<file path="config.mk">
export PLATFORM = sky130hd
export DESIGN_NAME = uart_tx_arbiter
export DESIGN_NICKNAME = d
export VERILOG_FILES = /design/src/rtl/uart_tx_arbiter.sv
export SDC_FILE = /design/constraint.sdc
export NUM_CORES = 1
export LEC_CHECK = 0
export CAP_MARGIN = 10
export CELL_PAD_IN_SITES_DETAIL_PLACEMENT = 0
export CELL_PAD_IN_SITES_GLOBAL_PLACEMENT = 2
export CORE_ASPECT_RATIO = 1.25
export CORE_MARGIN = 8
export CORE_UTILIZATION = 25
export CTS_CLUSTER_SIZE = 10
export DETAILED_ROUTE_END_ITERATION = 12
export PLACE_DENSITY = 0.92
export SYNTH_ARGS = -nofsm -noshare
export SYNTH_HDL_FRONTEND = slang
export SYNTH_SLANG_ARGS = --single-unit
</file>
<file path="constraint.sdc">
create_clock -name clk -period 4 [get_ports clk]
set_input_delay 1.2 -clock clk [delete_from_list [all_inputs] [get_ports clk]]
set_output_delay 1.2 -clock clk [all_outputs]
set_load 0.01 [all_outputs]
</file>
<file path="src/rtl/uart_tx_arbiter.sv">
// Arbitrates NUM_REQ byte producers onto one UART transmitter and sequences its start/busy handshake.
// Define UART_ARB_RR_EN for round-robin arbitration; the default build uses fixed lowest-index priority.
module uart_tx_arbiter #(
    parameter int unsigned NUM_REQ       = 4,
    parameter int unsigned IDW           = 2,
    parameter int unsigned START_TIMEOUT = 4
) (
    input  logic                 clk,
    input  logic                 rst,
    input  logic [NUM_REQ-1:0]   req_valid,
    input  logic [8*NUM_REQ-1:0] req_data,
    output logic [NUM_REQ-1:0]   req_ready,
    input  logic                 cfg_par_en,
    input  logic                 cfg_par_typ,
    output logic [7:0]           P_DATA,
    output logic                 DATA_VALID,
    output logic                 PAR_EN,
    output logic                 PAR_TYP,
    input  logic                 BUSY,
    output logic [IDW-1:0]       grant_id,
    output logic                 arb_busy,
    output logic                 start_err,
    output logic [15:0]          frame_cnt
);

    localparam int unsigned CntW = (START_TIMEOUT > 1) ? $clog2(START_TIMEOUT) : 1;

    typedef enum logic [1:0] {StIdle, StLoad, StWaitStart, StWaitDone} state_e;

    state_e          state_q, state_d;
    logic [CntW-1:0] cnt_q, cnt_d;
    logic [7:0]      data_q, data_d;
    logic            par_en_q, par_en_d;
    logic            par_typ_q, par_typ_d;
    logic [IDW-1:0]  gid_q, gid_d;
    logic            err_q, err_d;
    logic [15:0]     frame_q, frame_d;

    logic            win_vld;
    logic [IDW-1:0]  win_idx;
    logic [NUM_REQ-1:0] win_oh;

`ifdef UART_ARB_RR_EN
    logic [IDW-1:0]  rr_q, rr_d;
    logic [2*NUM_REQ-1:0] rot;
    logic [IDW:0]    sum;

    // Rotate so the pointer position sits at bit 0, then take the lowest set bit.
    always_comb begin
        win_vld = 1'b0;
        win_idx = '0;
        sum     = '0;
        rot     = {req_valid, req_valid} >> rr_q;
        for (int k = 0; k < NUM_REQ; k++) begin
            if (!win_vld && rot[k]) begin
                win_vld = 1'b1;
                sum     = {1'b0, rr_q} + (IDW+1)'(k);
                if (sum >= (IDW+1)'(NUM_REQ)) begin
                    sum = sum - (IDW+1)'(NUM_REQ);
                end
                win_idx = sum[IDW-1:0];
            end
        end
    end
`else
    always_comb begin
        win_vld = 1'b0;
        win_idx = '0;
        for (int k = 0; k < NUM_REQ; k++) begin
            if (!win_vld && req_valid[k]) begin
                win_vld = 1'b1;
                win_idx = IDW'(k);
            end
        end
    end
`endif

    assign win_oh = {{(NUM_REQ-1){1'b0}}, 1'b1} << win_idx;

    always_comb begin
        state_d   = state_q;
        cnt_d     = cnt_q;
        data_d    = data_q;
        par_en_d  = par_en_q;
        par_typ_d = par_typ_q;
        gid_d     = gid_q;
        err_d     = 1'b0;
        frame_d   = frame_q;
        req_ready = '0;
`ifdef UART_ARB_RR_EN
        rr_d      = rr_q;
`endif
        case (state_q)
            StIdle: begin
                if (!rst && !BUSY && win_vld) begin
                    req_ready = win_oh;
                    data_d    = req_data[8*win_idx +: 8];
                    par_en_d  = cfg_par_en;
                    par_typ_d = cfg_par_typ;
                    gid_d     = win_idx;
                    state_d   = StLoad;
`ifdef UART_ARB_RR_EN
                    rr_d      = (win_idx == IDW'(NUM_REQ - 1)) ? '0 : win_idx + 1'b1;
`endif
                end
            end
            StLoad: begin
                cnt_d   = '0;
                state_d = StWaitStart;
            end
            StWaitStart: begin
                // BUSY on the last permitted cycle still wins over the timeout.
                if (BUSY) begin
                    state_d = StWaitDone;
                end else if (cnt_q == CntW'(START_TIMEOUT - 1)) begin
                    err_d   = 1'b1;
                    state_d = StIdle;
                end else begin
                    cnt_d = cnt_q + 1'b1;
                end
            end
            StWaitDone: begin
                if (!BUSY) begin
                    frame_d = frame_q + 16'd1;
                    state_d = StIdle;
                end
            end
            default: state_d = StIdle;
        endcase
    end

    always_ff @(posedge clk) begin
        if (rst) begin
            state_q   <= StIdle;
            cnt_q     <= '0;
            data_q    <= 8'h00;
            par_en_q  <= 1'b0;
            par_typ_q <= 1'b0;
            gid_q     <= '0;
            err_q     <= 1'b0;
            frame_q   <= 16'h0000;
`ifdef UART_ARB_RR_EN
            rr_q      <= '0;
`endif
        end else begin
            state_q   <= state_d;
            cnt_q     <= cnt_d;
            data_q    <= data_d;
            par_en_q  <= par_en_d;
            par_typ_q <= par_typ_d;
            gid_q     <= gid_d;
            err_q     <= err_d;
            frame_q   <= frame_d;
`ifdef UART_ARB_RR_EN
            rr_q      <= rr_d;
`endif
        end
    end

    assign P_DATA     = data_q;
    assign PAR_EN     = par_en_q;
    assign PAR_TYP    = par_typ_q;
    assign grant_id   = gid_q;
    assign start_err  = err_q;
    assign frame_cnt  = frame_q;
    assign DATA_VALID = (state_q == StLoad);
    assign arb_busy   = (state_q != StIdle);

endmodule

</file>
# ---- Yosys cells after proc, flatten, opt, wreduce, memory -nomap -nowiden
# Index checks and enable logic that the tools add are counted.
# W data, S select, Z words.
dict set report totals {
  latch_bits 0
  mem_bits_rw 0
  elab_cells 59
  out_inout_bits 35
  n_memories 0
  ff_bits 33
  romBits 0
  inputBits 41
}
dict set report op_classes {
  bitwise 2
  n_reduce_logical 18
  magnitude_cmp 0
  n_mul 0
  n_shift 2
  n_eq_ne 9
  n_div 0
  n_mux 18
  add_sub_neg 2
}
# op n
set op_table {}
lappend op_table {{$shiftx A32 B6 Y8} 1}
lappend op_table {{$add A16 B1 Y16 const B} 1}
lappend op_table {{$mux W2} 8}
lappend op_table {{$mux W4} 2}
lappend op_table {{$ne A2 B2 Y1 const B} 4}
lappend op_table {{$pmux W2 S4} 1}
lappend op_table {{$eq A2 B2 Y1 const B} 3}
lappend op_table {{$mux W1} 6}
lappend op_table {{$reduce_and A3 Y1} 2}
lappend op_table {{$logic_and A1 B1 Y1} 5}
lappend op_table {{$logic_not A1 Y1} 5}
lappend op_table {{$pmux W2 S2} 1}
lappend op_table {{$reduce_and A2 Y1} 2}
lappend op_table {{$reduce_bool A2 Y1} 2}
lappend op_table {{$shl A1 B2 Y4 const A} 1}
lappend op_table {{$ne A3 B3 Y1 const B} 1}
lappend op_table {{$reduce_or A3 Y1} 1}
lappend op_table {{$add A2 B1 Y2 const B} 1}
lappend op_table {{$eq A2 B1 Y1 const B} 1}
lappend op_table {{$logic_not A2 Y1} 1}
lappend op_table {{$not A1 Y1} 2}

# ---- Logic depth before layout (Yosys ltp)
# Gate-level depths: netlist of the first run.
dict set report depth {
  word_depth 13
  ltp_mapped 6
  depth_no_buf 6
}

# ---- Worst setup path after synthesis of the first run
# OpenSTA, ideal clock, no wires.
dict set report synth_path {
  path_kind {in2out}
  startpoint {input req_valid[1]}
  endpoint {output req_ready[2]}
  n_path_buf 1
  path_slack_ns 0.531
  required_ns 2.800
  stages 3
  arrival_ns 2.269
  path_cell_list {nor3_2 -> clkbuf_1 -> nor3b_1}
}
dict set report synth_between {
  elab_chain_cells 11
  word_cells_on_any_way 15
  classes_between {shift (1); mux (8); reduce/logical (6)}
}
# element line
set synth_rtl {}
lappend synth_rtl {{from (decl)} 10} ;# input logic [NUM_REQ-1:0] req_valid,
lappend synth_rtl {{$logic_and A1 B1 Y1 *} 70} ;# if (!win_vld && req_valid[k]) begin
lappend synth_rtl {{$mux W1} 70}
lappend synth_rtl {{$logic_not A1 Y1} 70}
lappend synth_rtl {{$logic_and A1 B1 Y1} 70}
lappend synth_rtl {{$mux W1} 70}
lappend synth_rtl {{$logic_not A1 Y1} 70}
lappend synth_rtl {{$logic_and A1 B1 Y1} 70}
lappend synth_rtl {{$mux W2 / $mux W1 (equally long branches)} 70}
lappend synth_rtl {{$shl A1 B2 Y4 / $logic_and A1 B1 Y1 (equally long branches)} {78, 95}}
lappend synth_rtl {{$mux W4 *} 95} ;# if (!rst && !BUSY && win_vld) begin
lappend synth_rtl {{$mux W4 *} 93} ;# case (state_q)
lappend synth_rtl {{to (decl)} 12} ;# output logic [NUM_REQ-1:0] req_ready,
# Every way passes the cells marked *; elsewhere a longest branch is shown, timed or not.

# ---- Final worst setup path of the first run
dict set report layout_path {
  startpoint {input req_valid[2]}
  endpoint {output req_ready[2]}
}
dict set report layout_between {
  elab_chain_cells 8
  word_cells_on_any_way 11
  classes_between {shift (1); mux (6); reduce/logical (4)}
}
# element line
set layout_rtl {}
lappend layout_rtl {{$logic_and A1 B1 Y1 *} 70}
lappend layout_rtl {{$mux W1} 70}
lappend layout_rtl {{$logic_not A1 Y1} 70}
lappend layout_rtl {{$logic_and A1 B1 Y1} 70}
lappend layout_rtl {{$mux W2 / $mux W1 (equally long branches)} 70}
lappend layout_rtl {{$shl A1 B2 Y4 / $logic_and A1 B1 Y1 (equally long branches)} {78, 95}}
lappend layout_rtl {{$mux W4 *} 95}
lappend layout_rtl {{$mux W4 *} 93}
# Marked as above.

==> reports/results.tsv, run 1 <==
metric	value	unit
powerDensity	348	mW/mm^2
rrSetupSlack	2.25	ns
numCtsBuffers	5	
setup_ws	0.144	ns
mostFrequentLayoutCells	clkdlybuf4s50_1 (71), dfxtp_1 (33), nand2_1 (26)	
cp.arrival	2.66	ns
endpoint_kind	output pin	
route.vias.total	1766	
dp.cells	372	
synth_fp_nets	253	
ios	76	
die_area	0.00992	mm^2
fp.dieW	90.7	um
combPwrFrac	34.0	%
antenna_found_initial	0	
first_iter_violations	58	
swShare	29.6	%
synth_cells	206	
die_h	109	um
syn2layout_area_growth	57.4	%
fin_worst_skew	0.00494	ns
wl	5.15	mm
synth_top_family_by_area	simple AND/OR/NAND/NOR gates	
drt-pass1-iter-count	4	
p_int	0.672	mW
multi_input_area	0.00103	mm^2
start_util	25.5	%
p_switching	0.282	mW
max-vdd-ir-drop	0.106	mV
core-area	0.00685	mm^2
synth_xor_area_share	5.02	%
crit_chain	clkdlybuf4s50_1 -> or4_4 -> nand3_2 -> nor3b_1 -> dlygate4sd2_1	
slew_violations	0	
power_leakage	1.06	nW
finalCriticalPeriod	3.86	ns
finish.utilization	40.1	%
drc_errors	0	
clkPwrFrac	26.0	%
n_fill_cell	718	
rows	34	
synth.mux.area_fraction	2.87	%
worst_pin_slew	0.649	ns
antenna_cells	0	
dp_slack	-0.150	ns
synthSimpleGateAreaFrac	29.2	%
synth_area	0.00174	mm^2
seq_area	661	um^2
fin_crit_sh	96.4	%
netlist-cell-type-count	38	
crit_required	2.80	ns
synth_fa_ha_area_share	4.30	%
gp_congestion	0.768	
clockBufferDepth	2	
slew_headroom	56.6	%
hold_ws	0.457	ns
grt_max_degree	33	
grt_pass1_vias	1834	
ys_seq_elements	33	
seq_power_share	40.0	%
clock_latency	0.27	ns
antenna_left	0	
placed_area	0.00265	mm^2
grt-ovfl-total	0	
drive_gt1_share	12.1	%
detail_route.vias_per_cell	4.65	
path_class	input port to output pin	
wl_per_cell	13.6	um
stdcell_count	380	
final_cell_area	0.00275	mm^2
ys_seq_area_share	37.9	%
htreeDepth	2	
worstPathMaxFanout	5	
cp_slowest_cell	or4_4	
crit_path_start_kind	input port	
hold_class	flop to flop	
synth-compound-area-share	17.0	%
port_buffers	75	
outcome	complete, no violations	
setup_viol	0	
cp_slowest_stage_delay	0.55	ns
track_usage	10.5	%
cts_root_buffer	clkbuf_8	
tns	0	ns
grt_first_pass_wirelength	8.53	mm
clock.fmax	259	MHz
cts_sinks	33	
final_common_cell	clkdlybuf4s50_1	
drv_cap	0	
fin_nets	337	
clk_pin_slew_worst_paths	0.07	ns
rsz0062_at_grt	no	
cts_tree	built	
avgSynthCellArea	8.47	um^2
hold_viol_final	0	
total_power	0.954	mW
cts_hold_buf	0	
synth-warning-count	0	
dpl.hpwl	4.10	mm
==> worst max-delay path: cells and delay by family <==
family / cells / cell delay (ns)
buf+inv: 2 / 0.71
simple gates: 3 / 0.74
==> power groups by stage <==
stage / combinational (mW) / clock [mW] / sequential (mW)
6_report: 0.324 / 0.248 / 0.382
3_3_place_gp: 0.326 / 0 / 0.387
3_5_place_dp: 0.326 / 0 / 0.389
5_1_grt: 0.358 / 0.275 / 0.386
4_1_cts: 0.330 / 0.261 / 0.382
2_1_floorplan: 0.158 / 0 / 0.397
==> timing repair <==
action,in CTS,in global routing
gates resized for setup,6,0
setup endpoints to repair,4,0
setup buffers,1,0
==> cells by family (layout without fill, tap and decap cells) <==
logic type,count (synthesis),after routing
compound gates,45,45
fa+ha+maj,6,6
simple gates,92,92
xor+xnor,10,10
flops,33,33
buf+inv,15,99
mux,5,5
==> layer usage <==
layer,track usage (%),up-vias,routed length [um]
li1,-,908,-
met1,10.9,795,2210
met2,17.8,61,2390
met3,5.81,2,529
met4,3.22,0,23
met5,0,-,0
==> Yosys cell counts, drive strengths merged <==
cell / instances / area, um^2
nor2b: 1 / 6.26
ha: 6 / 75.1
nor3: 3 / 20.0
nor2: 19 / 71.3
or4: 3 / 22.5
dfxtp: 33 / 661
a21oi: 9 / 45.0
and4: 1 / 8.76
nor4: 1 / 6.26
nand2b: 2 / 12.5
nand3b: 8 / 60.1
nand3: 4 / 20.0
and2: 1 / 6.26
inv: 4 / 15.0
a221oi: 2 / 17.5
o21ai: 13 / 65.1
o31ai: 10 / 75.1
nor3b: 1 / 7.51
nand2: 26 / 97.6
a311oi: 1 / 8.76
xnor2: 1 / 8.76
and2b: 1 / 8.76
clkbuf: 8 / 30.0
and4b: 3 / 32.5
buf: 3 / 20.0
xor2: 9 / 78.8
a211oi: 1 / 7.51
and3: 2 / 12.5
a21o: 1 / 7.51
mux2i: 5 / 50.1
a31o: 8 / 70.1
nand4: 5 / 46.3
or3: 11 / 70.1
==> final cells by class <==
class / instances / area share (%)
multi-input combinational: 158 / 37.4
tap: 90 / 4.10
clock buffer: 7 / 3.14
timing repair buffer: 88 / 30.7
sequential: 33 / 24.1
inverter: 4 / 0.547
==> state kept, by name, indices dropped and copies added, names as in the netlist <==
| signal | cells |
|---|---|
| state_q | 2 |
| PAR_EN | 1 |
| start_err | 1 |
| grant_id | 2 |
| frame_cnt | 16 |
| PAR_TYP | 1 |
| cnt_q | 2 |
| P_DATA | 8 |
==> worst paths after layout <==
| path | from | endpoint | cells past startpoint |
|---|---|---|---|
| worst min register to register | cnt_q[1] | cnt_q[1] | 2 |
| worst max-delay path | req_valid[2] | req_ready[2] | 5 |
| worst max register to register | state_q[0] | frame_cnt[15] | 5 |
| worst min-delay path | cnt_q[1] | cnt_q[1] | 2 |
(Power assumes the default switching activity.)
==> run 2, diff against run 1 <==
--- a/config.mk
+++ b/config.mk
@@ -11,9 +11,10 @@
 export CORE_ASPECT_RATIO = 1.25
 export CORE_MARGIN = 8
 export CORE_UTILIZATION = 25
-export CTS_CLUSTER_SIZE = 10
+export CTS_CLUSTER_SIZE = 25
 export DETAILED_ROUTE_END_ITERATION = 12
 export PLACE_DENSITY = 0.92
+export SETUP_SLACK_MARGIN = 0.05
 export SYNTH_ARGS = -nofsm -noshare
 export SYNTH_HDL_FRONTEND = slang
 export SYNTH_SLANG_ARGS = --single-unit
==> results of run 2 <==
No change in the layout: final DEF, timing and power equal those of run 1.
